$ cat src/rtl/mips_lsu_pkg.sv
// +----------------------------------------------------------------------+
// | mips_lsu_pkg : shared encodings and helpers for the MIPS load/store    |
// | unit. Rev 1.0                                                          |
// +----------------------------------------------------------------------+
`default_nettype none

package mips_lsu_pkg;

  localparam logic [1:0] SZ_BYTE  = 2'b00;
  localparam logic [1:0] SZ_HALF  = 2'b01;
  localparam logic [1:0] SZ_WORD  = 2'b10;
  localparam logic [1:0] SZ_DWORD = 2'b11;

  localparam int BYTE_W = 8;

  typedef enum logic [0:0] {
    IDLE   = 1'b0,
    ACCESS = 1'b1
  } lsu_state_e;

  function automatic int lane_count(input int data_w);
    return data_w / BYTE_W;
  endfunction

  function automatic int size_bytes(input logic [1:0] sz);
    return 32'd1 << sz;
  endfunction

endpackage

`default_nettype wire

$ cat src/rtl/mips_lsu_align.sv
// +----------------------------------------------------------------------+
// | mips_lsu_align : alignment check, store lane steering and load lane    |
// | extraction with sign/zero extension (big-endian). Rev 1.0              |
// +----------------------------------------------------------------------+
`default_nettype none

module mips_lsu_align
  import mips_lsu_pkg::*;
#(
  parameter int DATA_W = 32,
  parameter int OFF_W  = 2
) (
  input  logic [1:0]          st_size,
  input  logic [OFF_W-1:0]    st_off,
  input  logic [DATA_W-1:0]   st_wdata,
  output logic                st_aligned,
  output logic [DATA_W/8-1:0] st_be,
  output logic [DATA_W-1:0]   st_wdata_lane,
  input  logic [1:0]          ld_size,
  input  logic [OFF_W-1:0]    ld_off,
  input  logic                ld_signext,
  input  logic [DATA_W-1:0]   ld_rdata,
  output logic [DATA_W-1:0]   ld_data
);

  localparam int NB = lane_count(DATA_W);

  always_comb begin
    int st_n;
    st_n = size_bytes(st_size);
    if (st_n > NB) st_n = NB;

    case (st_size)
      SZ_BYTE: st_aligned = 1'b1;
      SZ_HALF: st_aligned = (st_off[0] == 1'b0);
      SZ_WORD: st_aligned = (st_off[1:0] == 2'b00);
      default: st_aligned = (NB == 8) && (st_off == '0);
    endcase

    // Lane o is byte offset o; offset 0 sits in the most significant lane.
    st_be         = '0;
    st_wdata_lane = '0;
    for (int o = 0; o < NB; o++) begin
      if (o >= int'(st_off) && o < int'(st_off) + st_n) st_be[NB-1-o] = 1'b1;
      st_wdata_lane[DATA_W-1-BYTE_W*o -: BYTE_W] =
        st_wdata[BYTE_W*(st_n-1-(o & (st_n-1))) +: BYTE_W];
    end
  end

  always_comb begin
    int            ld_n;
    logic [DATA_W-1:0] raw;
    logic          sign;
    ld_n = size_bytes(ld_size);
    if (ld_n > NB) ld_n = NB;

    raw = '0;
    for (int k = 0; k < NB; k++) begin
      if (k < ld_n && int'(ld_off) + k < NB)
        raw[BYTE_W*(ld_n-1-k) +: BYTE_W] = ld_rdata[DATA_W-1-BYTE_W*(int'(ld_off)+k) -: BYTE_W];
    end

    sign    = ld_signext & raw[BYTE_W*ld_n-1];
    ld_data = raw;
    for (int j = 0; j < DATA_W; j++) begin
      if (j >= BYTE_W*ld_n) ld_data[j] = sign;
    end
  end

endmodule

`default_nettype wire

$ cat src/rtl/mips_lsu.sv
// +----------------------------------------------------------------------+
// | mips_lsu : M-stage load/store unit with req/ack memory handshake.      |
// | Optional watchdog enabled by MIPS_LSU_TIMEOUT_EN. Rev 1.0              |
// +----------------------------------------------------------------------+
`default_nettype none

module mips_lsu
  import mips_lsu_pkg::*;
#(
  parameter int DATA_W   = 32,
  parameter int ADDR_W   = 32,
  parameter int MAX_WAIT = 255
) (
  input  logic                clk,
  input  logic                rst,
  input  logic                en,
  input  logic                req_valid,
  input  logic                req_we,
  input  logic [1:0]          req_size,
  input  logic                req_signext,
  input  logic [ADDR_W-1:0]   req_addr,
  input  logic [DATA_W-1:0]   req_wdata,
  input  logic [4:0]          req_rd,
  output logic                stall,
  output logic                resp_valid,
  output logic [DATA_W-1:0]   resp_data,
  output logic [4:0]          resp_rd,
  output logic                misalign,
  output logic                bus_err,
  output logic                mem_req,
  output logic [DATA_W/8-1:0] mem_be,
  output logic [ADDR_W-1:0]   mem_addr,
  output logic [DATA_W-1:0]   mem_wdata,
  input  logic                mem_ack,
  input  logic [DATA_W-1:0]   mem_rdata
);

  localparam int NB    = lane_count(DATA_W);
  localparam int OFF_W = $clog2(NB);

  if (!(DATA_W == 32 || DATA_W == 64) || MAX_WAIT < 1 || MAX_WAIT > 65535) begin : g_bad_param
    $error("mips_lsu: illegal parameter value");
  end

  lsu_state_e state_q, state_d;

  logic                we_q, we_d;
  logic [1:0]          size_q, size_d;
  logic [OFF_W-1:0]    off_q, off_d;
  logic                signext_q, signext_d;
  logic [4:0]          rd_q, rd_d;
  logic [ADDR_W-1:0]   mem_addr_q, mem_addr_d;
  logic [DATA_W/8-1:0] mem_be_q, mem_be_d;
  logic [DATA_W-1:0]   mem_wdata_q, mem_wdata_d;
  logic                resp_valid_q, resp_valid_d;
  logic [DATA_W-1:0]   resp_data_q, resp_data_d;
  logic [4:0]          resp_rd_q, resp_rd_d;
  logic                misalign_q, misalign_d;
  logic                bus_err_q, bus_err_d;

  logic                aligned_w;
  logic [DATA_W/8-1:0] st_be_w;
  logic [DATA_W-1:0]   st_wdata_w;
  logic [DATA_W-1:0]   ld_data_w;
  logic                accept_w;
  logic                timeout_w;

  mips_lsu_align #(
    .DATA_W (DATA_W),
    .OFF_W  (OFF_W)
  ) u_align (
    .st_size       (req_size),
    .st_off        (req_addr[OFF_W-1:0]),
    .st_wdata      (req_wdata),
    .st_aligned    (aligned_w),
    .st_be         (st_be_w),
    .st_wdata_lane (st_wdata_w),
    .ld_size       (size_q),
    .ld_off        (off_q),
    .ld_signext    (signext_q),
    .ld_rdata      (mem_rdata),
    .ld_data       (ld_data_w)
  );

  assign accept_w = (state_q == IDLE) && en && req_valid && aligned_w;

`ifdef MIPS_LSU_TIMEOUT_EN
  localparam int CNT_W = (MAX_WAIT > 255) ? 16 : 8;

  logic [CNT_W-1:0] cnt_q, cnt_d;

  always_comb begin
    cnt_d = cnt_q;
    if (accept_w)                        cnt_d = '0;
    else if (state_q == ACCESS && en)    cnt_d = cnt_q + 1'b1;
  end

  always_ff @(posedge clk) begin
    if (rst) cnt_q <= '0;
    else     cnt_q <= cnt_d;
  end

  // An ack in the final allowed cycle still completes the access.
  assign timeout_w = (state_q == ACCESS) && en && !mem_ack &&
                     (cnt_q == CNT_W'(MAX_WAIT - 1));
`else
  assign timeout_w = 1'b0;
`endif

  always_ff @(posedge clk) begin
    if (rst) state_q <= IDLE;
    else     state_q <= state_d;
  end

  always_comb begin
    state_d = state_q;
    case (state_q)
      IDLE:    if (accept_w) state_d = ACCESS;
      ACCESS:  if (en && (mem_ack || timeout_w)) state_d = IDLE;
      default: state_d = IDLE;
    endcase
  end

  always_comb begin
    stall   = (state_q == ACCESS) || accept_w;
    mem_req = (state_q == ACCESS);
  end

  always_comb begin
    we_d         = we_q;
    size_d       = size_q;
    off_d        = off_q;
    signext_d    = signext_q;
    rd_d         = rd_q;
    mem_addr_d   = mem_addr_q;
    mem_be_d     = mem_be_q;
    mem_wdata_d  = mem_wdata_q;
    resp_valid_d = resp_valid_q;
    resp_data_d  = resp_data_q;
    resp_rd_d    = resp_rd_q;
    misalign_d   = misalign_q;
    bus_err_d    = bus_err_q;

    if (en) begin
      resp_valid_d = 1'b0;
      misalign_d   = 1'b0;
      bus_err_d    = 1'b0;

      if (state_q == IDLE && req_valid) begin
        if (aligned_w) begin
          we_d        = req_we;
          size_d      = req_size;
          off_d       = req_addr[OFF_W-1:0];
          signext_d   = req_signext;
          rd_d        = req_rd;
          mem_addr_d  = {req_addr[ADDR_W-1:OFF_W], {OFF_W{1'b0}}};
          mem_be_d    = req_we ? st_be_w : '0;
          mem_wdata_d = req_we ? st_wdata_w : '0;
        end else begin
          misalign_d = 1'b1;
        end
      end

      if (state_q == ACCESS) begin
        if (mem_ack) begin
          if (!we_q) begin
            resp_valid_d = 1'b1;
            resp_data_d  = ld_data_w;
            resp_rd_d    = rd_q;
          end
        end else if (timeout_w) begin
          bus_err_d = 1'b1;
        end
      end
    end
  end

  always_ff @(posedge clk) begin
    if (rst) begin
      we_q         <= 1'b0;
      size_q       <= SZ_BYTE;
      off_q        <= '0;
      signext_q    <= 1'b0;
      rd_q         <= '0;
      mem_addr_q   <= '0;
      mem_be_q     <= '0;
      mem_wdata_q  <= '0;
      resp_valid_q <= 1'b0;
      resp_data_q  <= '0;
      resp_rd_q    <= '0;
      misalign_q   <= 1'b0;
      bus_err_q    <= 1'b0;
    end else begin
      we_q         <= we_d;
      size_q       <= size_d;
      off_q        <= off_d;
      signext_q    <= signext_d;
      rd_q         <= rd_d;
      mem_addr_q   <= mem_addr_d;
      mem_be_q     <= mem_be_d;
      mem_wdata_q  <= mem_wdata_d;
      resp_valid_q <= resp_valid_d;
      resp_data_q  <= resp_data_d;
      resp_rd_q    <= resp_rd_d;
      misalign_q   <= misalign_d;
      bus_err_q    <= bus_err_d;
    end
  end

  assign resp_valid = resp_valid_q;
  assign resp_data  = resp_data_q;
  assign resp_rd    = resp_rd_q;
  assign misalign   = misalign_q;
  assign bus_err    = bus_err_q;
  assign mem_be     = mem_be_q;
  assign mem_addr   = mem_addr_q;
  assign mem_wdata  = mem_wdata_q;

endmodule

`default_nettype wire

$ cat config.mk
export PLATFORM = sky130hd
export DESIGN_NAME = mips_lsu
export DESIGN_NICKNAME = d
export VERILOG_FILES = /design/src/rtl/mips_lsu_pkg.sv /design/src/rtl/mips_lsu_align.sv /design/src/rtl/mips_lsu.sv
export SDC_FILE = /design/constraint.sdc
export NUM_CORES = 1
export LEC_CHECK = 0
export ABC_AREA = 1
export CAP_MARGIN = 20
export CORE_UTILIZATION = 48
export DETAILED_ROUTE_END_ITERATION = 7
export HOLD_SLACK_MARGIN = 0.06
export PLACE_DENSITY = 0.94
export SETUP_SLACK_MARGIN = 0.02
export SYNTH_ARGS = -nofsm -noshare
export SYNTH_HDL_FRONTEND = slang
export SYNTH_SLANG_ARGS = --single-unit
$ cat constraint.sdc
create_clock -name clk -period 4.32 [get_ports clk]
set_input_delay 0.864 -clock clk [delete_from_list [all_inputs] [get_ports clk]]
set_output_delay 0.864 -clock clk [all_outputs]
set_load 0.005 [all_outputs]
==> reports/summary.txt <==
Max_cap viols = 0
Starting density of the core = 49.1%
Cell taking the most area after synthesis = dfxtp_1
Layout Nets = 1167
Sequential cell area = 2340 sq um
Placed insts = 1174
Full die area = 12700 sq um
Gpl congestion = 0.961
Syn-to-layout area delta = 47.8%
Worst path arrival time = 2.54 ns
CP Class = in2out
Routed WL = 18.6 mm
Largest net degree at the start of global routing = 81
Root Driver = clkbuf_16
Post-CTS Resized = 0
CTS Hold Buffers Added = 0
CTS Buffer Depth = 2
Finished Core Util = 72.6%
Min Tclk post-route = 3.41 ns
Pwr per Cell Area = 360 nW/um^2
Crit-path max FO = 27
Port Buffers = 216
CTS tree = yes
Filler Cell Count = 951
Initial antenna violation count = 0
Max-slew violation count = 0
Static Leak = 3.54 nW
Worst flop-to-flop path startpoint = off_q[1]
Max transition margin = 47.3%
1st-iter DRT viols = 556
DIE WIDTH = 113 um
All-Layer GR Usage = 28.9%
RSZ-0062 raised after global routing = no
Worst setup EP type = primary output
Leading post-synthesis cells by cell area = dfxtp_1 (40%), nand2_1 (12%), o21ai_0 (10%)
Final hold violations = 0
Critical path buffers and inverters = 3
Share of cells above drive strength 1 = 8.11%
EDFF count, synth = 0
Std-Cell Rows = 40
Total vias in the final route = 6426
Endpoints failing setup = 0
First-pass GRT wire length = 29.2 mm
CTS H-tree depth = 4
Die Y-Extent = 113 um
Async SR Flop Fraction = 0%
Slew @ Worst Pin = 0.790 ns
HPWL after DPL = 13.3 mm
ANT cells = 0
Clock Latency Late Sink = 0.41 ns
Synth top cells by count = nand2_1 (186), nor2_1 (124), o21ai_0 (121)
Most frequent cell after synthesis = nand2_1
Total chip power = 3.13 mW
Flops & latches, synth = 117
Placement Cell Area = 8030 sq um
Peak supply drop = 0.000263 V
Detailed Routing Iterations Pass 1 = 5
Seq/Total Area, Yosys = 39.9%
Setup TNS after final layout = 0 ns
Post CTS Setup Buffer Count = 0
Footprint of the multi-input gates = 3050 sq um
Warnings from Yosys = 0
Top_reg_cell synth = dfxtp_1
DRC Markers = 0
Syn avg cell area = 6.87 sq um
Worst Clk Skew = 0.0130 ns
Final ANT Viol Nets = 0
Yosys top cell area share = 39.9%
Crit path launch = req_size[0]
Final Instance Count excl. Fillers = 1207
Startpoint types = input pin
Vias in the first global route = 5993
Clk slew on worst S/H paths = 0.06 ns
Startpoint of the worst hold path = mem_wdata[22]
Syn Inst Count = 856
Io pins = 220
CP cell instances = clkdlybuf4s50_1, nor2_8, inv_4, nand2_4, nand2_4, nand2_1, clkdlybuf4s50_1
CTS Buf Count = 17
Hold Crit Class = reg2reg
Top delay family on crit path = buffers and inverters
Mapped Area = 5880 sq um
Distinct cells, synth = 41
Slowest cell on the critical path = clkdlybuf4s50_1
Finished Cell Area = 8690 sq um
Worst path required time = 3.46 ns
Max Clock Freq = 293 MHz
DR vias/cell = 5.32
Run status = completed
WL per Instance = 15.4 um
CORE AREA = 12000 sq um
Clock Sinks = 117
Grt ovf = 0
Slowest stage delay, CP = 0.54 ns
Tcrit/Tclk final = 78.9%
## routing by layer
layer / global-route usage [%] / up-vias / share of wire (%)
met2: 49.8 / 302 / 48
met4: 13.2 / 0 / 3.4
met1: 34.1 / 2898 / 41
met5: 0 / - / 0
met3: 6.97 / 48 / 7.1
li1: - / 3178 / -
## cell families (layout without fill, tap and decap cells)
family,count (synthesis),count (layout),share of synthesized area (%)
other,1,3,0.0638
buffers and inverters,117,319,8.47
adders and majority gates,10,10,2.26
DFF,117,117,39.9
xor gates and xnor gates,2,2,0.298
AOI/OAI and AO/OA,231,231,21.4
muxes,1,1,0.170
and+or+nand+nor,377,377,27.5
## layout by cell type, fill, tap and decap left out, types with 5 or more instances in the layout
| cell | Yosys | routed |
|---|---|---|
| o21ai_1 | 5 | 5 |
| o22ai_1 | 6 | 6 |
| nand3_1 | 27 | 27 |
| or2_2 | 7 | 7 |
| nor3b_1 | 6 | 6 |
| nand2_1 | 186 | 186 |
| a21oi_1 | 65 | 65 |
| clkdlybuf4s50_1 | 0 | 215 |
| inv_1 | 57 | 56 |
| nand2_2 | 12 | 12 |
| clkbuf_16 | 0 | 17 |
| dfxtp_1 | 117 | 117 |
| a31oi_1 | 7 | 7 |
| o211ai_1 | 8 | 8 |
| ha_1 | 9 | 9 |
| a211oi_1 | 7 | 7 |
| a21oi_2 | 10 | 10 |
| o21ai_0 | 121 | 121 |
| nor2_1 | 124 | 124 |
| buf_4 | 6 | 7 |
## path summary, 6_finish.rpt
| kind | to | slack, ns | cells past startpoint |
|---|---|---|---|
| min reg2reg | mem_wdata[22] | 0.47 | 2 |
| max | stall | 0.91 | 7 |
| min | mem_wdata[22] | 0.47 | 2 |
| max reg2reg | resp_data[21] | 1.70 | 8 |
## worst min-delay path, stage by stage, from the launching register on
cell	delay, ns
dfxtp_1	0.31
nand2_1	0.06
a21oi_1	0.05
## layout make-up
cell class / instances / area share, %
multi-input combinational: 624 / 35.1
sequential: 117 / 27.0
timing repair buffer: 224 / 25.8
clock buffer: 18 / 5.06
inverter: 63 / 2.81
clock inverter: 14 / 2.18
tap: 147 / 2.12
## power breakdown
part	internal, mW	switching (mW)	leakage [nW]
sequential	1.11	0.0209	0.949
clock	0.941	0.553	0.302
combinational	0.234	0.267	2.29
total	2.29	0.841	3.54
## registers in the layout (all words and copies together), names as in the netlist, 2 cells and up
| register | count |
|---|---|
| size_q | 2 |
| off_q | 2 |
| mem_wdata | 32 |
| resp_data | 32 |
| rd_q | 5 |
| mem_be | 4 |
| resp_rd | 5 |
| mem_addr | 30 |
## through the flow
stage	worst slack [ns]	hold slack, ns
after floorplan	1.69	0.430
after global routing	0.841	0.483
after CTS	0.926	0.467
final	0.913	0.466
after detailed placement	0.931	0.458
after global placement	0.968	0.448
Note: power is estimated with default switching activity, not from simulation.
